## src/rtl/clk_enable_gen_pkg.sv

```systemverilog
`default_nettype none
// ============================================================================
// clk_gen_pkg : shared types for the clock-enable generator
// Rev 1.0
// ============================================================================
package clk_gen_pkg;

  // Widest divide/phase a channel can hold; narrower config buses are zero-extended.
  localparam int CFG_W = 16;

  typedef enum logic [1:0] {
    IDLE   = 2'd0,
    ALIGN  = 2'd1,
    SETTLE = 2'd2,
    LOCKED = 2'd3
  } state_t;

  typedef struct packed {
    logic [CFG_W-1:0] div;
    logic [CFG_W-1:0] phase;
    logic             en;
  } chan_cfg_t;

  // Counter preset on commit: min(phase, N-1), or 0 when the divider is bypassed.
  function automatic logic [CFG_W-1:0] start_count(chan_cfg_t c);
    if (!c.en || c.div < CFG_W'(2)) begin
      return '0;
    end
    return (c.phase < c.div) ? c.phase : c.div - CFG_W'(1);
  endfunction

endpackage
`default_nettype wire

```

## src/rtl/clk_enable_gen_if.sv

```systemverilog
`default_nettype none
// ============================================================================
// clk_enable_gen_if : shadow-register write and commit bus
// Rev 1.0
// ============================================================================
interface clk_enable_gen_if #(
  parameter int NUM_CH = 2,
  parameter int DIV_W  = 8
);
  localparam int CH_W = (NUM_CH > 1) ? $clog2(NUM_CH) : 1;

  logic             cfg_valid;
  logic             cfg_ready;
  logic [CH_W-1:0]  cfg_ch;
  logic [DIV_W-1:0] cfg_div;
  logic [DIV_W-1:0] cfg_phase;
  logic             cfg_en;
  logic             apply;

  modport master (
    output cfg_valid, cfg_ch, cfg_div, cfg_phase, cfg_en, apply,
    input  cfg_ready
  );

  modport slave (
    input  cfg_valid, cfg_ch, cfg_div, cfg_phase, cfg_en, apply,
    output cfg_ready
  );

endinterface
`default_nettype wire

```

## src/rtl/clk_enable_gen_channel.sv

```systemverilog
`default_nettype none
// ============================================================================
// clk_div_channel : one divide-by-N enable / square-wave channel
// Rev 1.0
// ============================================================================
module clk_div_channel
  import clk_gen_pkg::*;
(
  input  logic      refclk,
  input  logic      reset_n,
  input  logic      load_i,
  input  logic      run_i,
  input  chan_cfg_t cfg_i,
  output logic      ce_o,
  output logic      clk_lvl_o
);

  logic [CFG_W-1:0] div_q;
  logic             en_q;
  logic [CFG_W-1:0] cnt_q, cnt_d;
  logic             ce_q, ce_d;
  logic             lvl_q, lvl_d;
  logic [CFG_W-1:0] last;
  logic             bypass;

  assign last   = div_q - CFG_W'(1);
  assign bypass = div_q < CFG_W'(2);

  always_comb begin
    cnt_d = cnt_q;
    ce_d  = 1'b0;
    lvl_d = 1'b0;
    if (load_i) begin
      cnt_d = start_count(cfg_i);
    end else if (run_i && en_q) begin
      if (bypass) begin
        ce_d  = 1'b1;
        cnt_d = '0;
      end else begin
        ce_d  = (cnt_q == last);
        lvl_d = (cnt_q < (div_q >> 1));
        cnt_d = (cnt_q == last) ? '0 : cnt_q + CFG_W'(1);
      end
    end
  end

  always_ff @(posedge refclk or negedge reset_n) begin
    if (!reset_n) begin
      div_q <= '0;
      en_q  <= 1'b0;
      cnt_q <= '0;
      ce_q  <= 1'b0;
      lvl_q <= 1'b0;
    end else begin
      if (load_i) begin
        div_q <= cfg_i.div;
        en_q  <= cfg_i.en;
      end
      cnt_q <= cnt_d;
      ce_q  <= ce_d;
      lvl_q <= lvl_d;
    end
  end

  assign ce_o      = ce_q;
  assign clk_lvl_o = lvl_q;

endmodule
`default_nettype wire

```

## src/rtl/clk_enable_gen.sv

```systemverilog
`default_nettype none
// ============================================================================
// clk_enable_gen : NUM_CH phase-aligned clock enables with shadowed config
// Rev 1.0
// ============================================================================
module clk_enable_gen
  import clk_gen_pkg::*;
#(
  parameter int NUM_CH      = 2,
  parameter int DIV_W       = 8,
  parameter int LOCK_CYCLES = 16
) (
  input  logic              refclk,
  input  logic              reset_n,
  clk_enable_gen_if.slave   cfg_if,
  output logic [NUM_CH-1:0] ce_o,
  output logic [NUM_CH-1:0] clk_lvl_o,
  output logic              locked_o
);

  localparam int SET_W = $clog2(LOCK_CYCLES + 1);

  state_t           state_q, state_d;
  logic [SET_W-1:0] settle_q, settle_d;
  logic             cfg_ready_q;
  logic             locked_q;
  chan_cfg_t        shadow_q [NUM_CH];
  chan_cfg_t        wr_cfg;
  logic [DIV_W-1:0] wr_div;
  logic [DIV_W-1:0] wr_phase;
  logic             wr_fire;
  logic             load;
  logic             run;

  assign wr_div   = cfg_if.cfg_div;
  assign wr_phase = cfg_if.cfg_phase;
  assign wr_fire  = cfg_if.cfg_valid && cfg_ready_q;

  always_comb begin
    wr_cfg       = '0;
    wr_cfg.div   = CFG_W'(wr_div);
    wr_cfg.phase = CFG_W'(wr_phase);
    wr_cfg.en    = cfg_if.cfg_en;
  end

  // Out-of-range channel numbers match no slot, so the write is silently dropped.
  always_ff @(posedge refclk or negedge reset_n) begin
    if (!reset_n) begin
      for (int i = 0; i < NUM_CH; i++) begin
        shadow_q[i] <= '0;
      end
    end else if (wr_fire) begin
      for (int i = 0; i < NUM_CH; i++) begin
        if (int'(cfg_if.cfg_ch) == i) begin
          shadow_q[i] <= wr_cfg;
        end
      end
    end
  end

  always_comb begin
    state_d  = state_q;
    settle_d = settle_q;
    case (state_q)
      IDLE: begin
        if (cfg_if.apply) state_d = ALIGN;
      end
      ALIGN: begin
        state_d  = SETTLE;
        settle_d = '0;
      end
      SETTLE: begin
        if (cfg_if.apply) begin
          state_d = ALIGN;
        end else if (settle_q == SET_W'(LOCK_CYCLES - 1)) begin
          state_d = LOCKED;
        end else begin
          settle_d = settle_q + SET_W'(1);
        end
      end
      LOCKED: begin
        if (cfg_if.apply) state_d = ALIGN;
      end
      default: state_d = IDLE;
    endcase
  end

  always_ff @(posedge refclk or negedge reset_n) begin
    if (!reset_n) begin
      state_q     <= IDLE;
      settle_q    <= '0;
      cfg_ready_q <= 1'b0;
      locked_q    <= 1'b0;
    end else begin
      state_q     <= state_d;
      settle_q    <= settle_d;
      cfg_ready_q <= (state_d != ALIGN);
      locked_q    <= (state_d == LOCKED);
    end
  end

  assign cfg_if.cfg_ready = cfg_ready_q;
  assign locked_o         = locked_q;

  // The ALIGN cycle commits every shadow at once, which is what keeps channels phase-aligned.
  assign load = (state_q == ALIGN);
  assign run  = (state_q == SETTLE) || (state_q == LOCKED);

  for (genvar g = 0; g < NUM_CH; g++) begin : g_ch
    clk_div_channel u_chan (
      .refclk    (refclk),
      .reset_n   (reset_n),
      .load_i    (load),
      .run_i     (run),
      .cfg_i     (shadow_q[g]),
      .ce_o      (ce_o[g]),
      .clk_lvl_o (clk_lvl_o[g])
    );
  end

endmodule
`default_nettype wire
```

## src/flat_wrapper.sv

```systemverilog
// flat-port wrapper written by rule: the top's interface ports become plain ports
module clk_enable_gen_flat import clk_gen_pkg::*;
#(
  parameter int NUM_CH      = 2,
  parameter int DIV_W       = 8,
  parameter int LOCK_CYCLES = 16
)
  (refclk, reset_n, ce_o, clk_lvl_o, locked_o, cfg_if_cfg_valid, cfg_if_cfg_ch, cfg_if_cfg_div, cfg_if_cfg_phase, cfg_if_cfg_en, cfg_if_apply, cfg_if_cfg_ready);
  clk_enable_gen_if #(.NUM_CH(NUM_CH), .DIV_W(DIV_W)) cfg_if_i ();
  input  logic refclk;
  input  logic reset_n;
  output logic [NUM_CH-1:0] ce_o;
  output logic [NUM_CH-1:0] clk_lvl_o;
  output logic locked_o;
  input wire logic [$bits(cfg_if_i.cfg_valid)-1:0] cfg_if_cfg_valid;
  input wire logic [$bits(cfg_if_i.cfg_ch)-1:0] cfg_if_cfg_ch;
  input wire logic [$bits(cfg_if_i.cfg_div)-1:0] cfg_if_cfg_div;
  input wire logic [$bits(cfg_if_i.cfg_phase)-1:0] cfg_if_cfg_phase;
  input wire logic [$bits(cfg_if_i.cfg_en)-1:0] cfg_if_cfg_en;
  input wire logic [$bits(cfg_if_i.apply)-1:0] cfg_if_apply;
  output wire logic [$bits(cfg_if_i.cfg_ready)-1:0] cfg_if_cfg_ready;
  assign cfg_if_i.cfg_valid = cfg_if_cfg_valid;
  assign cfg_if_i.cfg_ch = cfg_if_cfg_ch;
  assign cfg_if_i.cfg_div = cfg_if_cfg_div;
  assign cfg_if_i.cfg_phase = cfg_if_cfg_phase;
  assign cfg_if_i.cfg_en = cfg_if_cfg_en;
  assign cfg_if_i.apply = cfg_if_apply;
  assign cfg_if_cfg_ready = cfg_if_i.cfg_ready;
  clk_enable_gen #(.NUM_CH(NUM_CH), .DIV_W(DIV_W), .LOCK_CYCLES(LOCK_CYCLES)) u_core (.refclk(refclk), .reset_n(reset_n), .cfg_if(cfg_if_i), .ce_o(ce_o), .clk_lvl_o(clk_lvl_o), .locked_o(locked_o));
endmodule
```

## config.mk

```make
export PLATFORM = sky130hd
export DESIGN_NAME = clk_enable_gen_flat
export DESIGN_NICKNAME = d
export VERILOG_FILES = /design/src/rtl/clk_enable_gen_pkg.sv /design/src/rtl/clk_enable_gen_if.sv /design/src/rtl/clk_enable_gen_channel.sv /design/src/rtl/clk_enable_gen.sv /design/src/flat_wrapper.sv
export SDC_FILE = /design/constraint.sdc
export NUM_CORES = 1
export LEC_CHECK = 0
export BUFFER_PORTS_ARGS = -buffer_cell sky130_fd_sc_hd__buf_2
export CAP_MARGIN = 10
export CORE_MARGIN = 3
export CORE_UTILIZATION = 49
export DETAILED_ROUTE_END_ITERATION = 8
export PLACE_DENSITY = 0.64
export SETUP_SLACK_MARGIN = 0.05
export SYNTH_ARGS = -nofsm -noshare
export SYNTH_HDL_FRONTEND = slang
export SYNTH_SLANG_ARGS = --single-unit
```

## constraint.sdc

```tcl
create_clock -name refclk -period 4.45 [get_ports refclk]
set_input_delay 0.6675 -clock refclk [delete_from_list [all_inputs] [get_ports refclk]]
set_output_delay 0.6675 -clock refclk [all_outputs]
set_load 0.1 [all_outputs]
```

### After elaboration in Yosys (flattened, before gate mapping)

Cells that the tools add are included.

* bits in registers: 97
* latch bits: 0
* bits in writable memories: 0
* memory bits (read-only): 0
* output and inout bits: 6
* memories kept: 0

* add/subtract/negate cells: 7
* $mul: 0
* div/mod/pow operators: 0
* order comparisons: 8
* equality and inequality tests: 10
* shift-type cells: 0
* muxes and demuxes: 37
* bitwise operators: 1
* reductions and logical operators: 16

Operators with widths (count)
* two-way mux 16 bit: 14
* subtractor 8 x 1 -> 9 bit (second input constant): 4
* adder 16 x 1 -> 16 bit (second input constant): 2
* == test 16 bit: 2
* < comparator 16 x 7 -> 1 bit: 2
* < comparator 8 x 2 -> 1 bit (second input constant): 4
* < comparator 8 bit: 2
* two-way mux 1 bit: 16
* two-way mux 5 bit: 2
* case mux 5 bit (2 select lines): 1
* == test 2 bit (second input constant): 3
* two-way mux 2 bit: 3
* case mux 2 bit (3 select lines): 1
* nonzero test 2 bit: 3
* adder 5 x 1 -> 5 bit (second input constant): 1
* == test 5 x 4 -> 1 bit (second input constant): 1
* inequality test 2 bit (second input constant): 2
* AND reduction 2 bit: 2
* logical AND 1 bit: 3
* logical OR 1 bit: 3
* AND reduction 3 bit: 1
* == test 2 x 1 -> 1 bit (second input constant): 1
* zero test 1 bit: 2
* zero test 2 bit: 1
* 3 further kinds: 3

### Logic depth before layout (Yosys ltp)

* depth in word-level cells: 6
* depth in mapped cells: 10
* mapped depth without buffers: 8

### Hierarchy

Synthesis repeated with hierarchy kept, for this count alone.

* cells, all modules: 956
* area total of the unflattened synthesis: 8579.5 sq um

Modules (own cells, without submodules)
* clk_div_channel at u_core.g_ch[1].u_chan: times used 1, cells each 433, area an instance 3483.3 sq um, seq. area each 875.8 sq um
* clk_div_channel at u_core.g_ch[0].u_chan: times used 1, cells each 405, area an instance 3350.7 sq um, seq. area each 875.8 sq um
* clk_enable_gen: times used 1, cells each 118, area an instance 1745.4 sq um, seq. area each 1076.0 sq um

### Worst setup path before layout

No wires, ideal clock.

* path kind: register to register
* from: reg u_core.g_ch[0].u_chan.div_q[0]
* to: reg u_core.g_ch[0].u_chan.cnt_q[10]
* setup time: 0.133 ns
* arrival: 2.382 ns
* required time: 4.317 ns
* path slack: 1.934 ns
* stages on the path, launching flop included: 9
* path buffers: 0
* cell sequence: dfrtp_1 inv_1 ha_1 or3b_1 or4_4 a2111oi_4 o2111ai_2 a21oi_2 o21ai_1

* word-level cells in the longest chain between the ends: 6

RTL lines
* start: declaration: line clk_enable_gen_channel.sv:18 `logic [CFG_W-1:0] div_q;`
* start signal: assignment: line clk_enable_gen_channel.sv:56 `div_q <= cfg_i.div;`
* subtractor 8 x 1 -> 9 bit: line clk_enable_gen_channel.sv:26 `assign last = div_q - CFG_W'(1);`
* == test 16 bit: line clk_enable_gen_channel.sv:42 `cnt_d = (cnt_q == last) ? '0 : cnt_q + CFG_W'(1);`
* two-way mux 16 bit: line clk_enable_gen_channel.sv:42
* two-way mux 16 bit *: line clk_enable_gen_channel.sv:36 `if (bypass) begin`
* two-way mux 16 bit *: line clk_enable_gen_channel.sv:35 `end else if (run_i && en_q) begin`
* two-way mux 16 bit *: line clk_enable_gen_channel.sv:33 `if (load_i) begin`
* end signal: assignment: line clk_enable_gen_channel.sv:59 `cnt_q <= cnt_d;`
* end: declaration: line clk_enable_gen_channel.sv:20 `logic [CFG_W-1:0] cnt_q, cnt_d;`

Every way passes the cells marked *; elsewhere a longest branch is shown, timed or not. The select of a mux whose other input is x is not followed.
A chain may end at the register's enable or synchronous reset.

### Worst setup path in the final report

* from: reg u_core.g_ch[1].u_chan.div_q[1]
* to: reg u_core.g_ch[1].u_chan.cnt_q[13]

* word-level cells in the longest chain between the ends: 6

RTL lines (line)
* start: declaration: clk_enable_gen_channel.sv:18
* start signal: assignment: clk_enable_gen_channel.sv:56
* subtractor 8 x 1 -> 9 bit: clk_enable_gen_channel.sv:26
* == test 16 bit: clk_enable_gen_channel.sv:42
* two-way mux 16 bit: clk_enable_gen_channel.sv:42
* two-way mux 16 bit *: clk_enable_gen_channel.sv:36
* two-way mux 16 bit *: clk_enable_gen_channel.sv:35
* two-way mux 16 bit *: clk_enable_gen_channel.sv:33
* end signal: assignment: clk_enable_gen_channel.sv:59
* end: declaration: clk_enable_gen_channel.sv:20

Marks and branches as above.

==> results.cfg <==
[clock_tree]
cts.path.max_buffers = 2
clk_pin_slew_ns = 0.07
cts-resized-gates = 0
cts_tree = done
postCtsHoldBufs = 0
cts.sinks = 97
cts_buffers = 9
clock_latency_ns = 0.35
cts_htree_levels = 3
cts_setup_buffers = 0
cts_root_buf = clkbuf_16

[floorplan]
rows = 40
die_x_um = 119
dieHeight_um = 119
coreArea_um2 = 12200
pin_count = 28
fp.dieArea_um2 = 14100
initial_utilization_pct = 51.1

[yosys]
synth_edf_count = 0
synth.area.top_cells = dfrtp_1 39%, ha_1 7.4%, mux2_2 6.7%, nand2_1 4.5%, xnor2_1 3.7%
ys_warn_count = 0
synth_top_area_share_pct = 38.9
syn-num-nets = 738
synth_area_um2 = 6230
synthArstFlopShare_pct = 100
synth_top_area_cell = dfrtp_1
ys_seq_area_share_pct = 38.9
ys_types = 62
synth_most_common_cell = dfrtp_1
synth_common_cells = 97 x dfrtp_1, 75 x nand2_1, 54 x inv_1
synth_flop_cell = dfrtp_1
syn_inst = 679
syn_avg_cell_area_um2 = 9.18
ys_seq_elements = 97

[worst_setup_path]
cp_slowest_stage_delay_ns = 0.63
reg2reg_slack_ns = 1.51
critPathBufInv = 1
r2r-start = u_core.g_ch[1].u_chan.div_q[1]
cp_data_required_time_ns = 4.66
critPathKind = reg2reg
path_delay_family = simple AND/OR/NAND/NOR gates
crit_chain = inv_1, ha_1, or3b_1, or3_1, o21bai_1, a2111o_1, nand2_1, o211ai_1
cpMaxStageDelayCell = a2111o_1
start_kind = flip-flop
arrival_ns = 3.15
crit_start = u_core.g_ch[1].u_chan.div_q[1]
cp_max_fo = 15
end_kind = flip-flop

[sta]
tns_ns = 0
period_share_pct = 66.1
grt_setup_unrepaired = false
relSlewSlack_pct = 24.4
slew_viol_final = 0
tightest_slew_ns = 1.13
fmax_mhz = 340
finClkSkew_ns = 0.00814
fin_crit_ns = 2.94
final-hold-violation-count = 0
holdWs_ns = 0.430
setup_viol = 0

[finish]
fillCellCount = 1129
synthToLayoutAreaGrowth_pct = 8.25
drive_above_1_share_pct = 13.7
fin_area_um2 = 6750
nets = 746
n_antenna_cell = 0

[global_route]
grt_first_pass_wirelength_mm = 25.1
grt_pass1_vias = 4900
grt_usage_pct = 22.0
grt_max_degree = 68
overflow = 0
antenna_found_initial = 0

[outcome]
status = finished clean

[drt]
vias = 5093
ant_nets = 0
routedWlPerCell_um = 17.5
drt-total-wl_mm = 15.0
drc = 0
dr.pass1.iters = 7
viasPerCell = 5.92
drt-initial-drc-count = 532

[place]
hpwlAfterDp_mm = 11.1
place_area_um2 = 6450
globalplace.congestion = 0.850
io_buffers = 27

[pwr]
power_mw = 4.68
vdd_drop_max_mv = 0.460
p_leak_nw = 2.88
p_per_area_nw_per_um2 = 694

[worst_hold_path]
hp-class = in2async

[flow_run]
maxCapViolCount = 0
==> per-stage QoR <==
stage | setup WS (ns) | std cells | util (%)
5_1_grt | 1.41 | 860 | 55.3
3_3_place_gp | 1.52 | 844 | 52.8
2_1_floorplan | 1.93 | 679 | -
3_5_place_dp | 1.57 | 844 | 52.8
4_1_cts | 1.55 | 860 | 55.3
6_report | 1.51 | 860 | 55.3
==> logic make-up after synthesis <==
kind of cell,count (synthesis),share of synthesized area (%)
and+or+nand+nor,236,19.2
buffers and inverters,86,5.56
muxes,44,7.81
adders and majority gates,37,7.43
DFF,97,38.9
xor gates and xnor gates,36,5.06
AOI/OAI and AO/OA,143,16.0
==> path summary, 6_finish.rpt <==
| check | endpoint | cells past startpoint |
|---|---|---|
| max | u_core.g_ch[1].u_chan.cnt_q[13] | 8 |
| max reg2reg | u_core.g_ch[1].u_chan.cnt_q[13] | 8 |
| min | u_core.g_ch[0].u_chan.div_q[7] | 1 |
| min reg2reg | u_core.shadow_q[33] | 1 |
| min in group refclk | u_core.shadow_q[33] | 1 |
| max in group asynchronous | u_core.shadow_q[24] | 2 |
==> power breakdown <==
group | switching (mW) | leakage (nW) | internal [mW]
clock network | 0.375 | 0.147 | 0.396
registers | 0.528 | 1.16 | 1.20
logic | 1.26 | 1.57 | 0.923
total | 2.16 | 2.88 | 2.52
==> layout by cell type, fill, tap and decap left out, types with 3 or more instances in the layout <==
master	synthesis	final
o22ai_1	3	3
a31oi_1	8	8
nor4_1	16	16
nand2_1	75	75
and2_1	4	4
nor3_1	18	18
o21ai_1	5	5
nand4_1	13	13
or3_1	4	4
o311a_1	3	3
ha_1	37	37
mux2i_1	7	7
o221ai_1	6	6
inv_1	54	54
a21o_1	10	10
xor2_1	10	10
o21ai_0	29	29
o211ai_1	22	22
nor2_1	41	41
o31ai_1	6	6
a21oi_2	3	3
or4_1	7	7
buf_2	1	26
xnor2_1	26	26
dfrtp_1	97	97
mux2_2	37	37
nand3b_1	3	3
nor3b_1	7	7
buf_4	4	3
nand3_1	22	22
and3_1	6	6
a211o_1	5	5
a21oi_1	21	21
clkbuf_16	0	9
nand2b_1	8	8
==> registers in the layout, indices dropped and copies added, names as in the netlist <==
register / cells
u_core.g_ch.u_chan.div_q: 16
u_core.g_ch.u_chan.clk_lvl_o: 2
u_core.g_ch.u_chan.ce_o: 2
u_core.state_q: 2
u_core.g_ch.u_chan.en_q: 2
u_core.shadow_q: 34
u_core.settle_q: 5
u_core.g_ch.u_chan.cnt_q: 32
u_core.cfg_if.cfg_ready: 1
u_core.locked_o: 1
==> metal layers <==
metal  part of all wire [%]  vias up  GRT usage [%]
li1                       -     2467              -
met1                     48     2477           31.1
met2                     46      127           34.1
met3                    4.7       22           4.74
met4                    1.6        0           6.08
met5                      0        -              0
==> worst register-to-register path, cell delays in order, from the launching register on <==
cell and delay, ns:
dfrtp_1 0.45, inv_1 0.12, ha_1 0.22, or3b_1 0.42
or3_1 0.34, o21bai_1 0.16, a2111o_1 0.63, nand2_1 0.32
o211ai_1 0.14
==> final cells by class <==
cell class | instances | area (um2) | share of cell area, %
flip-flops and latches | 97 | 2430 | 36.0
inverters | 54 | 203 | 3.00
well taps | 168 | 210 | 3.11
repair buffers | 29 | 153 | 2.26
clock inverters | 7 | 70.1 | 1.04
multi-input cells | 496 | 3460 | 51.3
clock buffers | 9 | 225 | 3.34
(Power assumes the default switching activity.)
